<file path="src/rtl/alu_seq_pkg.sv">
// alu_seq_pkg: opcodes, funct3 codes, FSM states and flag indices for alu_seq.
package alu_seq_pkg;
  localparam logic [6:0] OPC_OP     = 7'b0110011;
  localparam logic [6:0] OPC_OP_IMM = 7'b0010011;
  localparam logic [6:0] OPC_LUI    = 7'b0110111;
  localparam logic [6:0] OPC_AUIPC  = 7'b0010111;
  localparam logic [2:0] F3_ADD   = 3'b000;
  localparam logic [2:0] F3_SLL   = 3'b001;
  localparam logic [2:0] F3_SLT   = 3'b010;
  localparam logic [2:0] F3_SLTU  = 3'b011;
  localparam logic [2:0] F3_XOR   = 3'b100;
  localparam logic [2:0] F3_SR    = 3'b101;
  localparam logic [2:0] F3_OR    = 3'b110;
  localparam logic [2:0] F3_AND   = 3'b111;
  localparam logic [2:0] F3_MUL   = 3'b000;
  localparam logic [2:0] F3_MULHU = 3'b011;
  typedef enum logic {S_IDLE, S_MUL} state_e;
  localparam int FLG_Z = 3;
  localparam int FLG_N = 2;
  localparam int FLG_C = 1;
  localparam int FLG_V = 0;
endpackage

</file>
<file path="src/rtl/alu_seq_mul.sv">
// alu_seq_mul: iterative shift-add multiplier, one step per cycle for N cycles.
// DONE pulses in the cycle whose rising edge completes the last step; RESULT is valid alongside it.
module alu_seq_mul #(
  parameter int N = 32
) (
  input  logic         CLK,
  input  logic         RST,
  input  logic         START,
  input  logic         HI,
  input  logic [N-1:0] A,
  input  logic [N-1:0] B,
  output logic         DONE,
  output logic [N-1:0] RESULT
);
  localparam int CW = $clog2(N) + 1;
  logic [CW-1:0] cnt_q, cnt_d;
  logic [2*N-1:0] prod_q, prod_d;
  logic [N-1:0] mcand_q, mcand_d;
  logic hi_q, hi_d;
  logic [N:0] sum;
  // Upper half accumulates the multiplicand while the multiplier shifts out of the lower half
  always_comb begin
    sum = {1'b0, prod_q[2*N-1:N]} + (prod_q[0] ? {1'b0, mcand_q} : '0);
    prod_d = START ? {{N{1'b0}}, B} : cnt_q != '0 ? {sum, prod_q[N-1:1]} : prod_q;
    mcand_d = START ? A : mcand_q;
    hi_d = START ? HI : hi_q;
    cnt_d = START ? CW'(N) : cnt_q != '0 ? cnt_q - CW'(1) : cnt_q;
    DONE = cnt_q == CW'(1);
    RESULT = hi_q ? prod_d[2*N-1:N] : prod_d[N-1:0];
  end
  always_ff @(posedge CLK or posedge RST)
    if (RST) begin
      cnt_q <= '0;
      prod_q <= '0;
      mcand_q <= '0;
      hi_q <= 1'b0;
    end else begin
      cnt_q <= cnt_d;
      prod_q <= prod_d;
      mcand_q <= mcand_d;
      hi_q <= hi_d;
    end
endmodule

</file>
<file path="src/rtl/alu_seq.sv">
// alu_seq: handshaked RV32I ALU with registered result, sticky {Z,N,C,V} flags and ILLEGAL.
// Define ALU_MULDIV_EN to add the iterative MUL/MULHU path (alu_seq_mul).
module alu_seq
  import alu_seq_pkg::*;
#(
  parameter int N   = 32,
  parameter int SHW = $clog2(N)
) (
  input  logic         CLK,
  input  logic         RST,
  input  logic         IN_VALID,
  output logic         IN_READY,
  input  logic [6:0]   OPCODE,
  input  logic [2:0]   FUNCT3,
  input  logic         FUNCT1,
  input  logic         FUNCTM,
  input  logic [N-1:0] RS1_DATA,
  input  logic [N-1:0] RS2_DATA,
  input  logic [N-1:0] PC,
  input  logic [11:0]  IMM12,
  input  logic [19:0]  U_IMM20,
  output logic         OUT_VALID,
  input  logic         OUT_READY,
  output logic [N-1:0] ALU_OUT,
  output logic [3:0]   FLAG_REG,
  output logic         ILLEGAL
);
  state_e state_q, state_d;
  logic out_valid_q, out_valid_d, illegal_q, illegal_d;
  logic [N-1:0] alu_out_q, alu_out_d;
  logic [3:0] flag_q, flag_d;
  logic is_op, is_imm, is_lui, is_auipc, is_mul, sub, bad, wr_cv, v;
  logic accept, start, alu_ld, ld, mul_done;
  logic [N-1:0] a, b, bb, imm_s, u_s, sra, res, mul_res, ld_val;
  logic [N:0] sum;
  logic [SHW-1:0] sh;
  assign IN_READY = state_q == S_IDLE && (!out_valid_q || OUT_READY);
  assign OUT_VALID = out_valid_q;
  assign ALU_OUT = alu_out_q;
  assign FLAG_REG = flag_q;
  assign ILLEGAL = illegal_q;
`ifdef ALU_MULDIV_EN
  assign is_mul = is_op && FUNCTM && (FUNCT3 == F3_MUL || FUNCT3 == F3_MULHU);
  alu_seq_mul #(.N(N)) u_mul (
    .CLK(CLK),
    .RST(RST),
    .START(start),
    .HI(FUNCT3 == F3_MULHU),
    .A(RS1_DATA),
    .B(RS2_DATA),
    .DONE(mul_done),
    .RESULT(mul_res)
  );
`else
  assign is_mul = 1'b0;
  assign mul_done = 1'b0;
  assign mul_res = '0;
`endif
  always_comb begin
    is_op = OPCODE == OPC_OP;
    is_imm = OPCODE == OPC_OP_IMM;
    is_lui = OPCODE == OPC_LUI;
    is_auipc = OPCODE == OPC_AUIPC;
    imm_s = N'($signed(IMM12));
    u_s = N'($signed({U_IMM20, 12'b0}));
    a = is_auipc ? PC : RS1_DATA;
    b = is_op ? RS2_DATA : is_imm ? imm_s : u_s;
    sub = is_op && FUNCT1 && FUNCT3 == F3_ADD;
    bb = sub ? ~b : b;
    sum = {1'b0, a} + {1'b0, bb} + {{N{1'b0}}, sub};
    v = (a[N-1] == bb[N-1]) && (sum[N-1] != a[N-1]);
    sh = is_imm ? IMM12[SHW-1:0] : RS2_DATA[SHW-1:0];
    sra = $signed(a) >>> sh;
    case (FUNCT3)
      F3_ADD:  res = sum[N-1:0];
      F3_SLL:  res = a << sh;
      F3_SLT:  res = {{(N-1){1'b0}}, $signed(a) < $signed(b)};
      F3_SLTU: res = {{(N-1){1'b0}}, a < b};
      F3_XOR:  res = a ^ b;
      F3_SR:   res = FUNCT1 ? sra : a >> sh;
      F3_OR:   res = a | b;
      default: res = a & b;
    endcase
    if (is_lui) res = u_s;
    else if (is_auipc) res = sum[N-1:0];
    // Under OP-IMM, FUNCT1 is immediate bit 10, so only the SLLI encoding can make it illegal
    bad = !(is_op || is_imm || is_lui || is_auipc)
        || (is_op && FUNCTM && !is_mul)
        || (is_op && !FUNCTM && FUNCT1 && FUNCT3 != F3_ADD && FUNCT3 != F3_SR)
        || (is_imm && FUNCT1 && FUNCT3 == F3_SLL);
    wr_cv = is_auipc || (((is_op && !FUNCTM) || is_imm) && FUNCT3 == F3_ADD);
  end
  always_comb begin
    accept = IN_VALID && IN_READY;
    start = accept && is_mul;
    alu_ld = accept && !is_mul;
    ld = alu_ld || mul_done;
    ld_val = mul_done ? mul_res : bad ? '0 : res;
    out_valid_d = ld || (out_valid_q && !OUT_READY);
    alu_out_d = ld ? ld_val : alu_out_q;
    illegal_d = ld ? alu_ld && bad : illegal_q;
    flag_d = flag_q;
    if (ld && !(alu_ld && bad)) begin
      flag_d[FLG_Z] = ld_val == '0;
      flag_d[FLG_N] = ld_val[N-1];
      flag_d[FLG_C] = alu_ld && wr_cv ? sum[N] : flag_q[FLG_C];
      flag_d[FLG_V] = alu_ld && wr_cv ? v : flag_q[FLG_V];
    end
    state_d = state_q == S_IDLE && start ? S_MUL : state_q == S_MUL && mul_done ? S_IDLE : state_q;
  end
  always_ff @(posedge CLK or posedge RST)
    if (RST) begin
      state_q <= S_IDLE;
      out_valid_q <= 1'b0;
      alu_out_q <= '0;
      flag_q <= '0;
      illegal_q <= 1'b0;
    end else begin
      state_q <= state_d;
      out_valid_q <= out_valid_d;
      alu_out_q <= alu_out_d;
      flag_q <= flag_d;
      illegal_q <= illegal_d;
    end
endmodule

</file>
<file path="config.mk">
export PLATFORM = sky130hd
export DESIGN_NAME = alu_seq
export DESIGN_NICKNAME = d
export VERILOG_FILES = /design/src/rtl/alu_seq_pkg.sv /design/src/rtl/alu_seq_mul.sv /design/src/rtl/alu_seq.sv
export SDC_FILE = /design/constraint.sdc
export NUM_CORES = 1
export LEC_CHECK = 0
export CAP_MARGIN = 10
export CORE_MARGIN = 8
export CORE_UTILIZATION = 38
export CTS_CLUSTER_DIAMETER = 40
export DETAILED_ROUTE_END_ITERATION = 12
export GPL_TIMING_DRIVEN = 0
export HOLD_SLACK_MARGIN = 0.03
export MAX_ROUTING_LAYER = met4
export PLACE_DENSITY_LB_ADDON = 0.25
export SLEW_MARGIN = 10
export SYNTH_ARGS = -nofsm -noshare
export SYNTH_HDL_FRONTEND = slang
export SYNTH_HIERARCHICAL = 1
export SYNTH_SLANG_ARGS = --single-unit
export TNS_END_PERCENT = 1
</file>
<file path="constraint.sdc">
create_clock -name CLK -period 2.35 [get_ports CLK]
set_input_delay 0.3525 -clock CLK [delete_from_list [all_inputs] [get_ports CLK]]
set_output_delay 0.3525 -clock CLK [all_outputs]
set_load 0.02 [all_outputs]
</file>
# Yosys cells after proc, flatten, opt, wreduce, memory -nomap -nowiden
# Index checks and enable logic that the tools add are counted.
[op_classes]
n_addsub = 2
magnitude_cmp = 2
eq_ne = 13
shifts = 3
muxes = 10
bitwise = 4
n_reduce_logical = 35
[ops]
columns = ["operator", "count"]
rows = [
  ["$mux W32", 8],
  ["$pmux W32 S7", 1],
  ["$lt A32 B32 Y1", 2],
  ["$add A32 B32 Y33", 1],
  ["$add A33 B1 Y33", 1],
  ["$and A32 B32 Y32", 1],
  ["$logic_not A32 Y1", 1],
  ["$not A32 Y32", 1],
  ["$or A32 B32 Y32", 1],
  ["$shl A32 B5 Y32", 1],
  ["$shr A32 B5 Y32", 1],
  ["$sshr A32 B5 Y32", 1],
  ["$xor A32 B32 Y32", 1],
  ["$logic_and A1 B1 Y1", 16],
  ["$eq A7 B5 Y1 const B", 2],
  ["$eq A7 B6 Y1 const B", 2],
  ["$logic_or A1 B1 Y1", 10],
  ["$eq A3 B3 Y1 const B", 3],
  ["$eq A3 B2 Y1 const B", 2],
  ["$logic_not A1 Y1", 5],
  ["$mux W5", 1],
  ["$eq A3 B1 Y1 const B", 1],
  ["$logic_not A3 Y1", 1],
  ["$ne A3 B3 Y1 const B", 1],
  ["other kinds (4)", 4],
]
[totals]
regBits = 38
inputBits = 144
output_inout_bits = 39
word_cells = 74

# Logic depth before layout (Yosys ltp)
[depth]
ltp_word = 12
depth_mapped = 24
depth_no_buf = 19

# Least setup slack after synthesis
# Ideal clock, no wire load.
[synth_timing]
kind = "input to register"
startpoint = "input OPCODE[6]"
endpoint = "register flag_q[3] (netlist: FLAG_REG[3])"
setup_ns = 0.067
t_arrival_ns = 5.735
required_ns = 2.283
setup_slack_ns = -3.452
stages = 23
path_buffers = 5
cell_sequence = "and3b_1 buf_2 clkbuf_1 nand2_1 clkbuf_1 buf_1 nor3_1 clkbuf_1 a22oi_1 fa_1 nor2b_1 o311ai_0 a21oi_1 o211ai_1 a21boi_0 o21a_1 nor2_1 xnor2_1 a221oi_2 or3b_1 or4_1 nor4b_2 a32o_1"
[synth_via]
elab_chain_len = 12
elab_cells_between_ends = 45
classes_between = "add/sub: 2; order compare: 2; eq/ne: 4; shift: 3; mux: 10; bitwise: 4; reduce/logical: 20"
[synth_lines]
columns = ["item", "line", "text"]
rows = [
  ["from (decl)", "alu_seq.sv:13", "input logic [6:0] OPCODE,"],
  ["$eq A7 B5 Y1", "alu_seq.sv:61", "is_imm = OPCODE == OPC_OP_IMM;"],
  ["$mux W32 (2 in series)", "alu_seq.sv:67", "b = is_op ? RS2_DATA : is_imm ? imm_s : u_s;"],
  ["$not A32 Y32", "alu_seq.sv:69", "bb = sub ? ~b : b;"],
  ["$mux W32", "alu_seq.sv:69", ""],
  ["$add A32 B32 Y33", "alu_seq.sv:70", "sum = {1'b0, a} + {1'b0, bb} + {{N{1'b0}}, sub};"],
  ["$add A33 B1 Y33", "alu_seq.sv:70", ""],
  ["$pmux W32 S7", "alu_seq.sv:74", "case (FUNCT3)"],
  ["$mux W32", "alu_seq.sv:85", "else if (is_auipc) res = sum[N-1:0];"],
  ["$mux W32", "alu_seq.sv:84", "if (is_lui) res = u_s;"],
  ["$mux W32", "alu_seq.sv:98", "ld_val = mul_done ? mul_res : bad ? '0 : res;"],
  ["$logic_not A32 Y1", "alu_seq.sv:104", "flag_d[FLG_Z] = ld_val == '0;"],
  ["to (signal assigned)", "alu_seq.sv:122", "flag_q <= flag_d;"],
  ["to (decl)", "alu_seq.sv:31", "logic [3:0] flag_q, flag_d;"],
]
# Several ways; a longest one is shown, not always the timed one.
# A chain may end at the register's enable or synchronous reset.

# Worst setup path in the final report
# Ends and elaborated chain as after synthesis.

==> out/results.txt <==
Ys Warns: 6
Setup crit end kind: flop
clock buffer depth: 2
Max Transition Viols Final: 0
vias: 18430
Initial Utilization: 38.3%
Skew-Pair Late Insertion Delay: 280 ps
Sequential Area: 951 um^2
CP required: 2570 ps
Syn Inst Count: 1825
Primary FF master, synth: dfrtp_1
Die Y: 197 um
syn nets: 2070
synth top area cells: ha_1, dfrtp_1, a21oi_1
Fin. Hold Viols: 0
CTS sink count: 38
drt total wl: 92.1 mm
Design Area, Final: 0.0170 mm^2
Worst EP arrival: 5420 ps
synthesized area: 0.0124 mm^2
Die W: 197 um
Top Ports: 183
top cells by count, synth: a21oi_1, nand2_1, nor2_1
fin crit period: 5200 ps
peak supply drop: 0.433 mV
proportion of layout cells with a drive suffix above 1: 19.1%
Mapped Avg Cell Area: 6.80 um^2
Leak: 6.75 nW
final std cells w/o fill: 2533
Hold Path Class: reg2reg
DR pass1 iterations: 8
Die ar.: 0.0387 mm^2
Hold-fix buffers, CTS: 0
Final HPWL DP: 71.3 mm
Routability Congestion: 1.11
Seq cells post-synth: 38
Critical Path Source Type: input pin
Max Clk Rate: 0.192 GHz
cell taking the most area after synthesis: ha_1
RSZ-0062 raised after global routing: yes
Final period util: 221%
GRT Total Usage: 46.3%
Final WS setup: -2850 ps
Max transition margin: 10.2%
Crit Path Class: in2reg
vias in the first global route: 17482
# fillers: 3120
CTS tree: built
first-pass GRT wire length: 127 mm
failing checks: setup timing
Area Overhead vs Synth: 36.7%
max_cap viols: 0
Buffers on Ports: 179
Final #Nets: 2333
Post-synth EDFFs: 0
Worst Skew: 3.99 ps
Core Area: 0.0324 mm^2
CTS Root Cell: clkbuf_16
Avg WL per Cell: 36.4 um
row count: 66
post-synthesis cell type count: 100
outcome: finished with violations
Multi-input gate area: 0.0116 mm^2
FFs w/ async S/R, synth: 100%
CTS H-tree lvls: 2
initial antenna violation count: 3
CTS Buf Count: 5
final setup fails: 37
Detail Route Antenna Nets: 0
Overall Power: 4.66 mW
Placed Instances: 2447
initial drt markers: 3035
largest net degree at the start of global routing: 39
Remaining DRCs: 0
global route overflow: 0
top-count cell post-synth: a21oi_1
clk slew on worst S/H paths: 50 ps
post-synth top area share: 10.1%
power per cell area: 275 mW/mm^2
Worst-Margin Slew: 1340 ps
worst-path maximum fanout: 5
Placed Instance Area: 0.0149 mm^2
vias per cell: 7.28
Seq/Total Area, Yosys: 7.66%
## sequential cells by signal, summed over array words and instances, names as in the netlist
register,count
ALU_OUT,32
FLAG_REG,4
ILLEGAL,1
OUT_VALID,1
## cells by family (layout without fill, tap and decap cells)
| kind of cell | count (synthesis) | in the layout | share of synthesized area (%) |
|---|---|---|---|
| flops | 38 | 38 | 7.66 |
| simple gates | 571 | 571 | 22.1 |
| fa+ha+maj | 101 | 101 | 10.2 |
| other cells | 0 | 3 | 0 |
| xor+xnor | 58 | 58 | 4.09 |
| mux | 86 | 86 | 7.96 |
| buf+inv | 225 | 488 | 7.73 |
| compound gates | 746 | 746 | 40.2 |
## routing by layer
metal	vias to the layer above	track usage [%]	routed length, um	share of wire (%)
met5	-	-	0	0
met4	0	33.3	8640	9.4
met3	498	13.3	12500	14
met2	1745	67.8	37900	41
met1	8735	53.8	33100	36
li1	7452	-	-	-
## path summary, 6_finish.rpt
check	from	to	slack (ps)	depth (start not counted)
min reg2reg	ALU_OUT[31]	ALU_OUT[31]	470	1
max reg2reg	OUT_VALID	FLAG_REG[3]	-380	9
max in group asynchronous	RST	ALU_OUT[5]	1330	2
max	OPCODE[6]	FLAG_REG[3]	-2850	27
min	ALU_OUT[31]	ALU_OUT[31]	470	1
min in group asynchronous	RST	ALU_OUT[20]	530	2
## area by class of cell
| type | instances | area share (%) |
|---|---|---|
| multi-input combinational | 1562 | 68.6 |
| timing repair buffer | 259 | 14.4 |
| sequential | 38 | 5.61 |
| buffer | 129 | 5.29 |
| tap | 442 | 3.26 |
| inverter | 93 | 2.07 |
| clock buffer | 6 | 0.760 |
| clock inverter | 1 | 0.0443 |
| antenna | 3 | 0.0443 |
## timing repair
item,in CTS,in global routing
pin swaps,43,25
buffers inserted,61,17
gates cloned,0,1
endpoints found under the setup margin,37,37
resized for setup,281,59
## power by group
group          internal, mW  switching (mW)  total (mW)
clock network         0.387           0.245       0.632
logic                  1.15            2.21        3.35
registers             0.671         0.00863       0.679
## placed cells by master (no fill, tap or decap), types with 16 or more instances in the layout
master and count:
a21o_1 25, a31oi_1 23, o22ai_1 22, ha_1 92, nor2_1 151, nand4_1 19, buf_4 86, nand3_1 41
xnor2_1 37, a21boi_0 21, a21oi_1 157, a21oi_2 16, nor3_1 27, and3_1 19, a211oi_1 90, buf_2 23
buf_6 19, clkdlybuf4s50_1 170, inv_1 84, dfrtp_1 38, o21ai_0 117, o211ai_1 28, clkbuf_1 44, a221oi_1 16
nor4_1 16, a22oi_1 22, mux2i_1 45, mux2_2 20, nand2_1 172
## stage by stage
step / setup TNS [ps] / setup slack (ps) / util (%) / hold WS [ps]
2_1_floorplan: -50680 / -2340 / - / 461
3_3_place_gp: -134500 / -4870 / 45.9 / 458
3_5_place_dp: -131890 / -4660 / 46.0 / 466
4_1_cts: -62380 / -2730 / 51.2 / 478
5_1_grt: -71370 / -2980 / 52.4 / 493
6_report: -69080 / -2850 / 52.4 / 473
## worst max-delay path, stage by stage
cell and delay (ps):
buf_6 90, and3b_1 210, buf_6 130, clkbuf_16 150
nand2_8 70, clkbuf_16 160, buf_12 140, nor3_4 220
buf_6 180, clkbuf_16 170, xnor2_1 140, ha_2 340
a21oi_2 200, o21a_1 180, nand2_1 70, o211ai_1 230
buf_4 200, buf_6 120, o22ai_4 70, o22ai_2 120
xor2_1 200, o21ai_1 100, a21o_1 220, or3b_4 410
or4_4 500, nor4b_4 230, a32o_1 200
No activity file was read; power rests on OpenSTA's default activity.
